[config.mk]
export PLATFORM = sky130hd
export DESIGN_NAME = req_arbiter8
export DESIGN_NICKNAME = d
export VERILOG_FILES = /design/src/rtl/req_arbiter8.sv
export SDC_FILE = /design/constraint.sdc
export NUM_CORES = 1
export LEC_CHECK = 0
export ABC_AREA = 1
export ABC_CLOCK_PERIOD_IN_PS = 1400
export CORE_MARGIN = 4
export CORE_UTILIZATION = 45
export CTS_CLUSTER_SIZE = 25
export DETAILED_ROUTE_END_ITERATION = 6
export PLACE_DENSITY = 0.76
export SLEW_MARGIN = 20
export SYNTH_ARGS = -nofsm -noshare
export SYNTH_HDL_FRONTEND = slang
export SYNTH_SLANG_ARGS = --single-unit
export TNS_END_PERCENT = 20
[constraint.sdc]
create_clock -name clk -period 1.4 [get_ports clk]
set_input_delay 0.21 -clock clk [delete_from_list [all_inputs] [get_ports clk]]
set_output_delay 0.21 -clock clk [all_outputs]
set_load 0.02 [all_outputs]
[src/rtl/req_arbiter8.sv]
// Eight-way request arbiter: highest-index-first search from a priority pointer,
// registered one-hot grant with hold limit. Define ROUND_ROBIN_EN to rotate the pointer.
module req_arbiter8 #(
  parameter int unsigned MAX_HOLD = 16
) (
  input  logic       clk,
  input  logic       rst_n,
  input  logic       en,
  input  logic [7:0] req,
  input  logic       done,
  output logic [7:0] gnt,
  output logic [2:0] gnt_idx,
  output logic       gnt_valid,
  output logic       timeout
);

  typedef enum logic [1:0] {IDLE, BUSY, RELEASE} state_t;

  localparam logic [7:0] HOLD_LAST = 8'(MAX_HOLD - 1);

  state_t     state;
  logic [7:0] hold_cnt;
  logic [2:0] ptr;

  // rot[k] is the request k positions below ptr, so the lowest set bit of rot wins.
  logic [7:0] rot;
  logic [2:0] offset;
  logic       found;
  logic [2:0] win;

  for (genvar gi = 0; gi < 8; gi++) begin : g_rot
    assign rot[gi] = req[3'(ptr - 3'(gi))];
  end

  always_comb begin
    offset = 3'd0;
    for (int j = 7; j >= 0; j--) begin
      if (rot[j]) offset = 3'(j);
    end
    found = |rot;
    win   = ptr - offset;
  end

  always_ff @(posedge clk or negedge rst_n) begin
    if (!rst_n) begin
      state     <= IDLE;
      hold_cnt  <= 8'd0;
      ptr       <= 3'd7;
      gnt       <= 8'h00;
      gnt_idx   <= 3'd0;
      gnt_valid <= 1'b0;
      timeout   <= 1'b0;
    end else begin
      timeout <= 1'b0;
      case (state)
        IDLE: begin
          if (en && found) begin
            gnt       <= 8'b1 << win;
            gnt_idx   <= win;
            gnt_valid <= 1'b1;
            hold_cnt  <= 8'd0;
            state     <= BUSY;
`ifdef ROUND_ROBIN_EN
            ptr       <= win - 3'd1;
`endif
          end
        end
        BUSY: begin
          if (!en || done || !req[gnt_idx] || hold_cnt == HOLD_LAST) begin
            gnt       <= 8'h00;
            gnt_idx   <= 3'd0;
            gnt_valid <= 1'b0;
            state     <= RELEASE;
            // Only flag a timeout when the hold limit is the sole reason to let go.
            timeout   <= en && !done && req[gnt_idx];
          end else begin
            hold_cnt <= hold_cnt + 8'd1;
          end
        end
        RELEASE: state <= IDLE;
        default: state <= IDLE;
      endcase
    end
  end

endmodule

==> flow_summary.ini <==
[layout]
multi_input_area_um2 = 404
regArea_um2 = 300
instances_no_fill = 155
design_area_mm2 = 0.00103
layout_commonest_cell = nand2_1
area_delta_synth_final_pct = 28.1
antennaDiodeCount = 0
final_cell_mix = 24 x nand2_1, 14 x buf_4, 12 x nor2_1, 12 x dfrtp_1
nNetsFinal = 145
drive_above_1_share_pct = 26.9
nFillCells = 169

[synthesis]
ys_seq_elements = 12
synth-warning-count = 3
ys_types = 20
synth_seq_area_share_pct = 37.2
avgSynthCellArea_um2 = 7.69
netlist_instances = 105
syn_area_um2 = 807

[timing]
maxSlewViolCount = 0
setup_slack_ns = 0.0223
max_freq_mhz = 726
finalClockSkew_ns = 0.000365
finalCritPeriodShare_pct = 98.4
hold_slack_ns = 0.231
finalHoldViolations = 0
fin_crit_ns = 1.38
rsz0062_at_grt = yes
finalSetupViolations = 0
finalSetupTns_ns = 0

[detailed_routing]
routed_via_density = 4.49
dr_wl_met2_um = 847
drt-initial-drc-count = 14
vias = 696
wl_per_cell_um = 10.2
wl_met1_um = 619
dr_wl_met3_um = 94
maxUsedRoutingLayer = met4
drc = 0
drt-total-wl_um = 1580
drtPass1Iterations = 4
drtAntennaViolNets = 0

[placed_design]
gp_congestion = 0.858
dp_hpwl_um = 1150
place_area_um2 = 936
numPortBuffers = 11
dp_slack_ns = -0.145
place_inst = 145

[worst_setup_path]
start_kind = register
cp_data_arrival_time_ns = 1.54
crit_type = reg2reg
cpPeakStageDelay_ns = 0.37
cp-end-kind = register
rr_worst_depth = 8
r2r_start = hold_cnt[0]
r2r_end = hold_cnt[4]
r2r_setup_slack_ns = 0.02
slowest_stage = dfrtp_1
required_ns = 1.56
worstPathCellList = ha_2 -> nand2_2 -> nor2_4 -> nand3_2 -> nand2_4 -> nand2_4 -> nand2_1 -> nand2_1
crit_fanout = 8

[power_and_ir_drop]
vdd.ir_drop.worst_mv = 0.742
p_per_area_mw_per_mm2 = 1090
power_frac_clock_pct = 18.8
intPower_uw = 694
power_frac_comb_pct = 42.6
switching_share_pct = 38.5
p_leak_uw = 0.000518
seqPwrFrac_pct = 38.6
power.switching_uw = 434

[floorplanning]
start_util_pct = 47.3
dieArea_mm2 = 0.00254
core-area_mm2 = 0.00171
rows = 15
die_y_um = 50.4
die_w_um = 50.4
ioPinCount = 25

[global_routing]
track_usage_pct = 13.3
grt_pass1_vias = 559
grt_pass1_wl_um = 2460
grt_max_degree = 14
grt.overflow.total = 0
antenna_found_initial = 0

[clock_network]
root_buffer = clkbuf_4
ctsLongestPathBuffers = 2
hold_buffers = 0
numCtsBuffers = 3
cts.reportedPaths.clkPinSlew_ns = 0.07
insertion_delay_ns = 0.27
htree_levels = 1
cts_tree = built
cts_sinks = 12

[min_path]
worstHoldPathType = in2async

[outcome]
outcome = finished clean

[flow_run]
drv_cap = 0
-- per-stage QoR --
step	total power, uW	util (%)
finish	1130	60.5
CTS	1100	56.1
global placement	887	54.8
global route	1210	60.5
detailed placement	900	54.8
floorplan	750	-
-- cell usage after synthesis (all sizes together) --
master / instances / share of area, %
nand2: 29 / 15
nor2: 16 / 9.9
nand3: 13 / 9.9
buf: 12 / 13
dfrtp: 12 / 37
inv: 12 / 5.6
o21ai: 4 / 2.5
xnor2: 2 / 2.2
conb: 1 / 0.46
ha: 1 / 1.6
nor3: 1 / 0.62
nor3b: 1 / 0.93
xor2: 1 / 1.1
-- layout make-up --
type | instances | area share (%)
timing repair buffer | 26 | 22.3
tap | 25 | 3.03
sequential | 12 | 29.1
clock buffer | 3 | 2.18
multi-input combinational | 77 | 39.1
inverter | 12 | 4.36
-- layer usage --
| layer | up-vias | track usage (%) |
|---|---|---|
| li1 | 354 | - |
| met1 | 322 | 15.6 |
| met2 | 16 | 20.7 |
| met3 | 4 | 5.64 |
| met4 | 0 | 6.73 |
| met5 | - | 0 |
-- state kept, by name, summed over array words and instances, names as in the netlist --
signal and flops:
hold_cnt 8, state 2, gnt 1, timeout 1
-- power groups by stage --
stage | clock network (uW) | logic [uW] | registers, uW
2_1_floorplan | 0 | 290 | 460
3_3_place_gp | 0 | 447 | 440
3_5_place_dp | 0 | 456 | 444
4_1_cts | 226 | 434 | 435
5_1_grt | 238 | 522 | 447
6_report | 212 | 481 | 436
-- worst max-delay path by stage --
| stage | end | slack (ns) | from |
|---|---|---|---|
| final | hold_cnt[4] | 0.02 | hold_cnt[0] |
| after global routing | hold_cnt[4] | -0.07 | hold_cnt[0] |
| after CTS | hold_cnt[4] | 0.02 | hold_cnt[1] |
| after detailed placement | hold_cnt[1] | -0.14 | en |
| after global placement | hold_cnt[1] | -0.1 | en |
| after floorplan | hold_cnt[5] | 0.14 | hold_cnt[0] |
-- what timing repair did --
item | CTS | global route
pin swaps | 1 | 5
endpoints found under the setup margin | 7 | 6
gates resized for setup | 5 | 3
buffers inserted | 0 | 7
-- critical path: cells and delay by family, from the launching register on --
family                     cells  cell delay, ns
adders and majority gates      1            0.20
and+or+nand+nor                7            0.69
DFF                            1            0.37
-- cells by family (layout without fill, tap and decap cells) --
| group | after synthesis | in the layout | share of synthesized area [%] |
|---|---|---|---|
| simple gates | 60 | 60 | 36.7 |
| buf+inv | 24 | 41 | 18.3 |
| flops | 12 | 12 | 37.2 |
| compound gates | 4 | 4 | 2.48 |
| xor+xnor | 3 | 3 | 3.26 |
| fa+ha+maj | 1 | 1 | 1.55 |
| other cells | 1 | 9 | 0.465 |
(Power assumes the default switching activity.)
==> edit 1 (config.mk and constraints unchanged) <==
The 3 states of `state_t` get a one-hot encoding in 3 bits.
--- a/src/rtl/req_arbiter8.sv
+++ b/src/rtl/req_arbiter8.sv
@@ -16,3 +16,3 @@
 
-  typedef enum logic [1:0] {IDLE, BUSY, RELEASE} state_t;
+  typedef enum logic [2:0] {IDLE = 3'b001, BUSY = 3'b010, RELEASE = 3'b100} state_t;
 
Behaviour: no difference found for any inputs over 10 cycles, from zero or initial values and one cycle with rst_n low; not proved beyond that.
==> edit 1 against the original RTL <==
  * Power grew 8.8%
  * Sequential cell count grew 1
  * Area after synthesis grew 3.9%
  * Cell area grew 2.9%
  * Clock power grew 14%
  * Worst setup slack gained 0.076 ns
  * Sequential share of layout area grew 1.7 points
  * Routed wire length grew 14%
  * Critical endpoint is now hold_cnt[2]
  * Highest routed layer unchanged
==> edit 1: results (changes against the original RTL) <==
- Post-synth ARST share: 100% (unchanged)
- I/O Buffers: 11 (unchanged)
- Synth Area in Compound Gates: 4.03% (+1.5 points)
- Worst-skew pair later-pin latency: 0.28 ns
- Pin count of the biggest net entering global routing: 14 (unchanged)
- Sequential fraction of the synthesis area: 39.0% (+1.7 points)
- CTS Buffer Depth: 2 (unchanged)
- CP max stage delay: 0.54 ns (+0.17 ns)
- Largest registers: hold_cnt x8, state x3
- Status: complete, no violations
- Vias in the first global route: 617 (+10%)
- Xor/xnor cell area share of the yosys netlist: 1.04% (-2.2 points)
- Crit-path slowest cell: dfstp_2
- Final HPWL DP: 1220 um (+5.6%)
- Crit path max-delay family: simple AND/OR/NAND/NOR gates
- Global placer's final weighted congestion: 0.746 (-13%)
- First-pass GRT wire length: 2740 um (+12%)
- P_leak: 0.000523 uW (+1.1%)
- Share of synthesized area spent on multiplexers: 0% (unchanged)
- GRT Util Overall: 14.3% (+1.0 points)
- Predominant post-synthesis flop cell: dfrtp_1
- Final clock skew: 0.00125 ns (+0.000887 ns)
- Vias per cell: 4.52 (+0.64%)
- CTS H-tree lvls: 1 (unchanged)
- Layout cell share with drive strength beyond 1: 19.5% (-7.4 points)
- Hold crit path type: in -> async
- N_diodes: 0 (unchanged)
- Most common library cells after synthesis: 40 x nand2_1, 12 x dfrtp_1, 11 x buf_4, 10 x nor2_1
- Initial antenna violation count: 0 (unchanged)
- Synth Area in Adders: 1.49% (-0.058 points)
- Final nets: 147 (+1.4%)
- Worst-path clk slew: 0.08 ns
- Top cells by area, synth: dfrtp_1 36%, nand2_1 18%, buf_4 9.9%, nand3_1 5.4%, nand3_2 4.8%
- Critical Path Fanout Max: 10 (+2)
- Critical path arrival: 1.53 ns
- Fillers: 163 (-3.6%)
- Clock root cell: clkbuf_4
- Placed instance area: 968 sq um (+3.5%)
- Drt pass-1 iters: 4 (unchanged)
- Unique masters post-synth: 22 (+10%)
- Synth Warn #: 3 (unchanged)
- Initial detailed-routing violation count: 13 (-1)
- Final wirelength: 1790 um (+14%)
- VDD IR-drop max: 0.000737 V (-0.67%)
- Num CTS Buffers: 3 (unchanged)
==> edit 1: path summary, 6_finish.rpt <==
check                      cells after the start  slack, ns           to         from
min reg2reg                                    2       0.54  hold_cnt[3]  hold_cnt[3]
max                                            6        0.1  hold_cnt[2]     state[0]
min                                            2       0.22       gnt[1]        rst_n
max in group asynchronous                      2       0.95     state[0]        rst_n
max reg2reg                                    6        0.1  hold_cnt[2]     state[0]
min in group clk                               2       0.54  hold_cnt[3]  hold_cnt[3]
==> edit 1: routing by layer <==
layer / GRT usage [%] / wire length [um]
met2: 21.9 / 891
met1: 17.0 / 752
met5: 0 / 0
met3: 6.71 / 126
met4: 6.28 / 21
==> edit 1: logic make-up after synthesis <==
family,Yosys count
xor+xnor,1
simple gates,69
fa+ha+maj,1
other cells,1
buf+inv,23
flops,13
compound gates,5
==> edit 1: per-stage QoR <==
stage	setup slack (ns)	utilization [%]	hold WS, ns	TNS, ns	cells
after floorplan	0.135	-	-0.0856	0	121
after global placement	-0.189	55.5	0.510	-1.56	152
after detailed placement	-0.222	55.5	0.518	-1.73	152
after CTS	0.00292	57.1	0.214	0	156
after global routing	-0.0117	60.9	0.226	-0.0254	158
final	0.0978	60.9	0.220	0	158
==> edit 1: area by class of cell <==
cell class              count  share of cell area (%)
clock buffers               4                    2.47
inverters                  11                    3.88
well taps                  25                    2.94
repair buffers             19                    15.5
multi-input cells          86                    44.5
flip-flops and latches     13                    30.7
==> edit 1: power breakdown <==
group | internal [uW] | switching [uW]
logic | 177 | 318
clock network | 111 | 130
registers | 439 | 53.1
==> edit 1: repair_timing <==
| item | 4_1_cts | 5_1_grt |
|---|---|---|
| gates cloned | 0 | 1 |
| pin swaps | 0 | 3 |
| gates resized for setup | 5 | 9 |
| setup buffers | 0 | 1 |
| hold endpoints to repair | 0 | 0 |
| endpoints found under the setup margin | 5 | 9 |
==> edit 2 (same settings) <==
Made on the original files. The option `ROUND_ROBIN_EN` is turned on by a define.
--- a/src/rtl/req_arbiter8.sv
+++ b/src/rtl/req_arbiter8.sv
@@ -2,2 +2,4 @@
 // registered one-hot grant with hold limit. Define ROUND_ROBIN_EN to rotate the pointer.
+`define ROUND_ROBIN_EN
+
 module req_arbiter8 #(
Formal check against the unedited RTL: no difference found for any inputs over 10 cycles, from zero or initial values and one cycle with rst_n low; that may be too few to reach the edited logic, so the function may still have changed.
==> edit 2 against the original RTL <==
  * The run now ends with setup timing left
  * Largest power group unchanged
  * Power grew to 7.5 times the old value
  * Highest routed layer unchanged
  * Cell area grew to 2.8 times the old value
  * Worst hold slack better by 0.060 ns
  * Critical path depth is 8 higher
  * Count of clock-buffer cells in the layout is 1 higher
  * Worst setup slack worse by 1.5 ns
  * Area after synthesis is 140% higher
  * Sequential power grew to 2.7 times the old value
  * Sequential cell count is 14 higher
  * Routed wire length grew to 3.4 times the old value
  * Core utilization is 11 points higher
  * Combinational power grew to 14 times the old value
==> edit 2: results (changes against the original RTL) <==
- Global placer's final weighted congestion: 0.873 (+1.8%)
- Finished Layout Cells: 403 (+160%)
- Worst r2r src: ptr[0]
- Syn_area_per_cell: 7.16 sq um (-6.8%)
- Vias per cell: 5.09 (+13%)
- Placed instance area: 0.00265 sq mm (+180%)
- Critical path arrival: 3.08 ns (+1.54 ns)
- Drt pass-1 iters: 5 (+1)
- P_leak: 0.00149 uW (+190%)
- Top cells by area, synth: dfrtp_1 30%, nand2_1 16%, nand3_1 12%, inv_1 4.5%, dfstp_2 4.1%
- Final wirelength: 5290 um (+240%)
- Internal: 4180 uW (+500%)
- Met3 routed WL: 240 um (+160%)
- VDD IR-drop max: 0.00171 V (+130%)
- Setup-failing EPs final: 25 (+25)
- First-pass GRT wire length: 9120 um (+270%)
- Pin count of the biggest net entering global routing: 27 (+13)
- Placed instance count: 394 (+170%)
- Biggest consumer: combinational logic
- Metal2 WL: 2600 um (+210%)
- P_comb: 6780 uW (+1300%)
- Grt met3 use: 2.60% (-3.0 points)
- Final clock skew: 0.00302 ns (+0.00265 ns)
- Violated checks: setup timing
- Status: finished with violations
- Most common library cells after synthesis: 83 x nand2_1, 47 x nand3_1, 23 x dfrtp_1, 23 x inv_1, 19 x nor2_1
- Unique masters post-synth: 32 (+60%)
- Slew headroom: 62.6%
- Worst Hold Margin: 0.291 ns (+0.0598 ns)
- Seq power: 1180 uW (+170%)
- Clock root cell: clkbuf_8
- Crit-path slowest cell: dfstp_2
- Final HPWL DP: 3800 um (+230%)
- Critical Path Fanout Max: 5 (-3)
- Synth Warn #: 0 (-3)
- Crit path max-delay family: adder cells
- Largest registers: gnt x8, hold_cnt x8
- Setup TNS: -29.29 ns (-29.29 ns)
- Worst flop-to-flop path endpoint: ptr[1]
- Sequential fraction of the synthesis area: 34.0% (-3.2 points)
- I/O Buffers: 24 (+13)
- Post-synth ARST share: 100% (unchanged)
- Final nets: 371 (+160%)
- Layout cell share with drive strength beyond 1: 38.0% (+11 points)
- M2 GR Usage: 36.1% (+15 points)
- Initial detailed-routing violation count: 189 (+175)
- Fin worst setup slack: -1.47 ns (-1.50 ns)
- GRT Util Overall: 21.3% (+8.0 points)
[edit 2: layout make-up]
class / count / area [sq um]
Clock buffer: 4 / 55.1
Fill cell: 323 / 1170
Inverter: 29 / 121
Multi-Input combinational cell: 209 / 1290
Sequential cell: 26 / 654
Tap cell: 50 / 62.6
Timing Repair Buffer: 85 / 703
[edit 2: timing repair]
action / 4_1_cts / 5_1_grt
setup endpoints to repair: 38 / 25
pin swaps: 17 / 9
hold buffers: 0 / 0
gates resized for setup: 42 / 13
hold endpoints to repair: 0 / 0
buffers inserted: 3 / 2
[edit 2: kinds of logic (layout without fill, tap and decap cells)]
family                   count (synthesis)  count (layout)  share of synthesized area, %
XOR/XNOR                                10              10                          4.94
flip-flops                              26              26                          34.0
adder cells (fa/ha/maj)                  5               5                          3.64
buffers and inverters                   34             118                          8.57
AND/OR/NAND/NOR                        169             169                          39.7
AO/OA/AOI/OAI                           25              25                          9.22
